$ cat src/rtl/freq_pkg.sv
// Shared constants, FSM encoding and a saturating-add helper for the
// frequency counter and its display side.
package freq_pkg;

    localparam int CLK_HZ          = 100_000_000;
    localparam int GATE_CYCLES_DEF = 100_000_000;
    localparam int MAX_COUNT_DEF   = 9999;
    localparam int FREQ_W          = 16;

    typedef enum logic {
        GATE  = 1'b0,
        LATCH = 1'b1
    } gate_state_e;

    // Adds a single-bit increment without ever passing lim.
    function automatic logic [FREQ_W-1:0] sat_add(
        input logic [FREQ_W-1:0] a,
        input logic              inc,
        input logic [FREQ_W-1:0] lim
    );
        logic [FREQ_W-1:0] sum;
        sum = a + FREQ_W'(inc);
        if (a >= lim) begin
            return lim;
        end
        return (sum > lim) ? lim : sum;
    endfunction

endpackage

$ cat src/rtl/sync_edge_detect.sv
// Two-flop synchronizer followed by a previous-value flop; emits a one-cycle
// pulse for every synchronized rising edge of IN.
module sync_edge_detect (
    input  logic CLK,
    input  logic reset,
    input  logic IN,
    output logic edge_pulse
);

    logic sync1_q, sync1_d;
    logic sync2_q, sync2_d;
    logic prev_q,  prev_d;

    always_comb begin
        sync1_d = IN;
        sync2_d = sync1_q;
        prev_d  = sync2_q;
    end

    // All stages reset high so a high IN at release is not seen as a rise.
    always_ff @(posedge CLK or posedge reset) begin
        if (reset) begin
            sync1_q <= 1'b1;
            sync2_q <= 1'b1;
            prev_q  <= 1'b1;
        end else begin
            sync1_q <= sync1_d;
            sync2_q <= sync2_d;
            prev_q  <= prev_d;
        end
    end

    assign edge_pulse = sync2_q & ~prev_q;

endmodule

$ cat src/rtl/gate_freq_counter.sv
// Gated frequency counter: counts synchronized rising edges of IN over a
// window of GATE_CYCLES clocks and publishes a saturated count per window.
module gate_freq_counter
    import freq_pkg::*;
#(
    parameter int GATE_CYCLES = freq_pkg::GATE_CYCLES_DEF,
    parameter int MAX_COUNT   = freq_pkg::MAX_COUNT_DEF
) (
    input  logic              CLK,
    input  logic              reset,
    input  logic              IN,
    output logic [15:0]       freq,
    output logic              freq_valid,
    output logic              overflow,
    output gate_state_e       dbg_state
);

    localparam int TW = (GATE_CYCLES > 2) ? $clog2(GATE_CYCLES) : 1;
    localparam logic [TW-1:0]     TIMER_LAST = TW'(GATE_CYCLES - 2);
    localparam logic [FREQ_W-1:0] MAX_C      = FREQ_W'(MAX_COUNT);

    logic edge_pulse;

    sync_edge_detect u_sync_edge (
        .CLK        (CLK),
        .reset      (reset),
        .IN         (IN),
        .edge_pulse (edge_pulse)
    );

    gate_state_e       state_q,    state_d;
    logic [TW-1:0]     timer_q,    timer_d;
    logic [FREQ_W-1:0] edge_cnt_q, edge_cnt_d;
    logic              sat_q,      sat_d;
    logic [FREQ_W-1:0] freq_q,     freq_d;
    logic              overflow_q, overflow_d;
    logic              valid_q,    valid_d;
    logic              at_max;

    assign at_max = (edge_cnt_q == MAX_C);

    always_comb begin
        state_d    = state_q;
        timer_d    = timer_q;
        edge_cnt_d = edge_cnt_q;
        sat_d      = sat_q;
        freq_d     = freq_q;
        overflow_d = overflow_q;
        valid_d    = 1'b0;

        unique case (state_q)
            GATE: begin
                if (edge_pulse) begin
                    if (at_max) begin
                        sat_d = 1'b1;
                    end else begin
                        edge_cnt_d = edge_cnt_q + FREQ_W'(1);
                    end
                end
                if (timer_q == TIMER_LAST) begin
                    state_d = LATCH;
                end else begin
                    timer_d = timer_q + TW'(1);
                end
            end
            LATCH: begin
                // An edge arriving in this cycle still belongs to the closing window.
                freq_d     = sat_add(edge_cnt_q, edge_pulse, MAX_C);
                overflow_d = sat_q | (at_max & edge_pulse);
                valid_d    = 1'b1;
                edge_cnt_d = '0;
                sat_d      = 1'b0;
                timer_d    = '0;
                state_d    = GATE;
            end
            default: begin
                state_d = GATE;
            end
        endcase
    end

    always_ff @(posedge CLK or posedge reset) begin
        if (reset) begin
            state_q    <= GATE;
            timer_q    <= '0;
            edge_cnt_q <= '0;
            sat_q      <= 1'b0;
            freq_q     <= '0;
            overflow_q <= 1'b0;
            valid_q    <= 1'b0;
        end else begin
            state_q    <= state_d;
            timer_q    <= timer_d;
            edge_cnt_q <= edge_cnt_d;
            sat_q      <= sat_d;
            freq_q     <= freq_d;
            overflow_q <= overflow_d;
            valid_q    <= valid_d;
        end
    end

    // Outputs are registered together, so freq_valid marks the first cycle
    // in which the new freq/overflow pair is visible.
    assign freq       = freq_q;
    assign overflow   = overflow_q;
    assign freq_valid = valid_q;
    assign dbg_state  = state_q;

endmodule

$ cat config.mk
export PLATFORM = sky130hd
export DESIGN_NAME = gate_freq_counter
export DESIGN_NICKNAME = d
export VERILOG_FILES = /design/src/rtl/freq_pkg.sv /design/src/rtl/sync_edge_detect.sv /design/src/rtl/gate_freq_counter.sv
export SDC_FILE = /design/constraint.sdc
export NUM_CORES = 1
export LEC_CHECK = 0
export ABC_AREA = 1
export BUFFER_PORTS_ARGS = -buffer_cell sky130_fd_sc_hd__buf_4
export CAP_MARGIN = 10
export CORE_UTILIZATION = 40
export DETAILED_ROUTE_END_ITERATION = 10
export GPL_ROUTABILITY_DRIVEN = 0
export PLACE_DENSITY = 0.55
export SLEW_MARGIN = 20
export SYNTH_ARGS = -nofsm -noshare
export SYNTH_HDL_FRONTEND = slang
export SYNTH_HIERARCHICAL = 1
export SYNTH_SLANG_ARGS = --single-unit
$ cat constraint.sdc
create_clock -name CLK -period 7.1 [get_ports CLK]
set_clock_uncertainty 0.1 [all_clocks]
set_input_delay 0.71 -clock CLK [delete_from_list [all_inputs] [get_ports CLK]]
set_output_delay 0.71 -clock CLK [all_outputs]
set_load 0.03 [all_outputs]
==> impl_metrics.ini <==
[sta]
setup_violations = 0
max_freq_mhz = 387
tns_ps = 0
whs_ps = 258
rsz0062_at_grt = false
post-route-worst-setup-slack_ps = 4520
slew_headroom_pct = 46.4
worst_pin_slew_ps = 804
hold_viol_final = 0
finalCriticalPeriod_ps = 2580
finalCritPeriodShare_pct = 36.4
drv_slew = 0

[synthesis]
synth_compound_area_share_pct = 7.22
syn-num-nets = 537
postSynthAreaPerCell_um2 = 7.63
synthCells = 529
ys_ff_latch = 66
synth-xor-area-share_pct = 4.99
ys_seq_area_share_pct = 41.0
synthSimpleGateAreaFrac_pct = 36.7
ys_warn_count = 6
synth_top_family_by_area = simple AND/OR/NAND/NOR gates
yosysUniqueCellTypes = 36
synth_fa_ha_area_share_pct = 1.55
syn_area_um2 = 4040
synth_mux_area_share_pct = 0

[setup_path]
reg2reg_from = u_sync_edge/prev_d$_DFF_PP1_
worstPathRequired_ps = 7240
crit_chain = inv_1, nor2_2, ha_1, ha_1, nand3_1, inv_1, nand3_1, nand2_1, nand3_1, nor2_2, nand4_4, nand3_1, nand2_1
crit_type = flop to flop
critPathCaptureType = flop
crit_path_start_kind = flop
critPathMaxStageDelay_ps = 530
arrival_ps = 2730
r2r_cells = 13
r2r_setup_slack_ps = 4520
cp-startpoint = u_sync_edge/prev_d$_DFF_PP1_
crit_slowest_cell = dfstp_2
worstReg2RegEnd = freq[7]$_DFFE_PP0P_
cpMostUsedCell = nand3_1
worstPathMaxFanout = 10

[detailed_routing]
drc = 0
first_pass_iters = 4
ant_nets = 0
vias = 3531
totalWireLength_um = 10100
viasPerCell = 5.12
drt-initial-drc-count = 193
wl_per_cell_um = 14.7

[clock_network]
cts.path.max_buffers = 2
path_clk_slew_ps = 80
cts_resized = 0
htreeDepth = 3
cts_root_buf = clkbuf_8
cts_tree = yes
clk_latency_ps = 350
cts.sinks = 66
cts_buffers = 9
cts_setup_buffers = 0
cts_hold_buf = 0

[layout]
finalNetCount = 559
mostFrequentLayoutCells = 107 x nand2_1, 68 x inv_1, 63 x dfrtp_1, 62 x nor2_1, 50 x nand3_1
n_antenna_cell = 0
fin_area_um2 = 4530
final_common_cell = nand2_1
syn2layout_area_growth_pct = 12.3
fin_util_pct = 46.4
drive_gt1_share_pct = 16.0

[place]
dp_slack_ps = 4520
io_buffers = 21
hpwlAfterDp_um = 7460
dpl_cell_area_um2 = 4320

[global_routing]
grt.met3_usage_pct = 3.49
grt_overflow_total = 0
grt_pass1_wl_um = 17000
grt_util_met1_pct = 32.2
grt.busiest_layer = met1
grt_usage_pct = 21.4
met2_usage_pct = 29.9
antenna_found_initial = 0
grt_pass1_vias = 3275
grt_max_degree = 64

[floorplanning]
start_util_pct = 41.3
pin_count = 22
core_um2 = 9770
dieArea_um2 = 10500
die_h_um = 102
die_x_um = 102
num_rows = 36

[worst_hold_path]
min-delay-start = u_sync_edge/sync1_q$_DFF_PP1_
whs_path_depth = 0
min_path_type = flop to flop
hold_end = u_sync_edge/prev_d$_DFF_PP1_

[job]
max-cap-violations = 0

[pwr]
irDropWorstVdd_mv = 0.119
p_leak_nw = 2.15
power-per-cell-area_nw_per_um2 = 185

[run_status]
status = finished clean
==> worst max-delay path, delay by kind of cell, from the launching register on <==
family	cells	cell delay [ps]
simple gates	9	1170
flops	1	530
buf+inv	2	190
fa+ha+maj	2	470
==> power breakdown <==
part	switching [mW]	leakage, nW	internal (mW)	total [mW]
logic	0.0518	1.15	0.0242	0.0760
clock network	0.154	0.110	0.199	0.353
registers	0.0231	0.891	0.388	0.411
==> cell type report <==
class	instances	area, um2
Timing Repair Buffer	24	180
Inverter	73	277
Clock inverter	6	91.3
Tap cell	133	166
Sequential cell	66	1660
Fill cell	1016	5240
Multi-Input combinational cell	377	2040
Clock buffer	10	128
==> state kept, by name (all words and copies together) (netlist names) <==
register,count
dbg_state,1
u_sync_edge/prev_q,1
u_sync_edge/sync1_q,1
u_sync_edge/prev_d,1
freq,16
timer_q,27
sat_q,1
overflow,1
edge_cnt_q,16
freq_valid,1
==> synth_stat cells <==
cell      count  area share (%)
inv_2         2            0.19
nor4_1        8             1.2
o21bai_1      2            0.37
nor2_1       62             5.8
nor3b_1       1            0.19
buf_6         1            0.28
buf_2         2            0.25
a21oi_1       9             1.1
clkinv_1      1           0.093
nand3_1      50             6.2
nand2_2       5            0.77
buf_4         3            0.56
nor2_2       12             1.9
o22a_1        2            0.43
ha_1          5             1.5
clkbuf_1      6            0.56
nor3_1       17             2.1
nand2_1     107             9.9
a31oi_1       2            0.31
nand4_1      28             4.3
o21ai_0      12             1.5
nor2_8        2            0.99
inv_4         1            0.15
nand4_2       1            0.31
xnor2_1       5             1.1
dfrtp_1      63              39
buf_1         1           0.093
o21ai_2      11             2.4
nor2_4        2            0.56
dfstp_2       3             2.0
xor2_1       18             3.9
nand2_4       4             1.1
inv_1        69             6.4
or2_2         5            0.77
o31ai_1       6             1.1
nand4_4       1            0.53
==> metrics by stage <==
| step | power (mW) | instances |
|---|---|---|
| 2_1_floorplan | 0.476 | 529 |
| 6_report | 0.841 | 689 |
| 5_1_grt | 0.881 | 689 |
| 4_1_cts | 0.852 | 689 |
| 3_5_place_dp | 0.495 | 673 |
| 3_3_place_gp | 0.495 | 673 |
==> worst max-delay path by stage <==
stage                                to  slack, ps
global route        freq[1]$_DFFE_PP0P_       4190
floorplan           dbg_state$_DFF_PP0_       4720
global placement    freq[5]$_DFFE_PP0P_       4590
detailed placement  freq[7]$_DFFE_PP0P_       4520
finish              freq[7]$_DFFE_PP0P_       4520
CTS                 freq[7]$_DFFE_PP0P_       4500
==> routing by layer <==
metal / vias up / routed length, um / part of all wire [%]
met3: 20 / 485 / 4.8
met2: 81 / 4310 / 43
li1: 1772 / - / -
met4: 0 / 225 / 2.2
met1: 1658 / 5080 / 50
met5: - / 0 / 0
==> logic make-up (layout without fill, tap and decap cells) <==
| family | Yosys count | count (layout) |
|---|---|---|
| adders and majority gates | 5 | 5 |
| AOI/OAI and AO/OA | 44 | 44 |
| xor gates and xnor gates | 23 | 23 |
| buffers and inverters | 86 | 113 |
| and+or+nand+nor | 305 | 305 |
| DFF | 66 | 66 |
(Power assumes the default switching activity.)
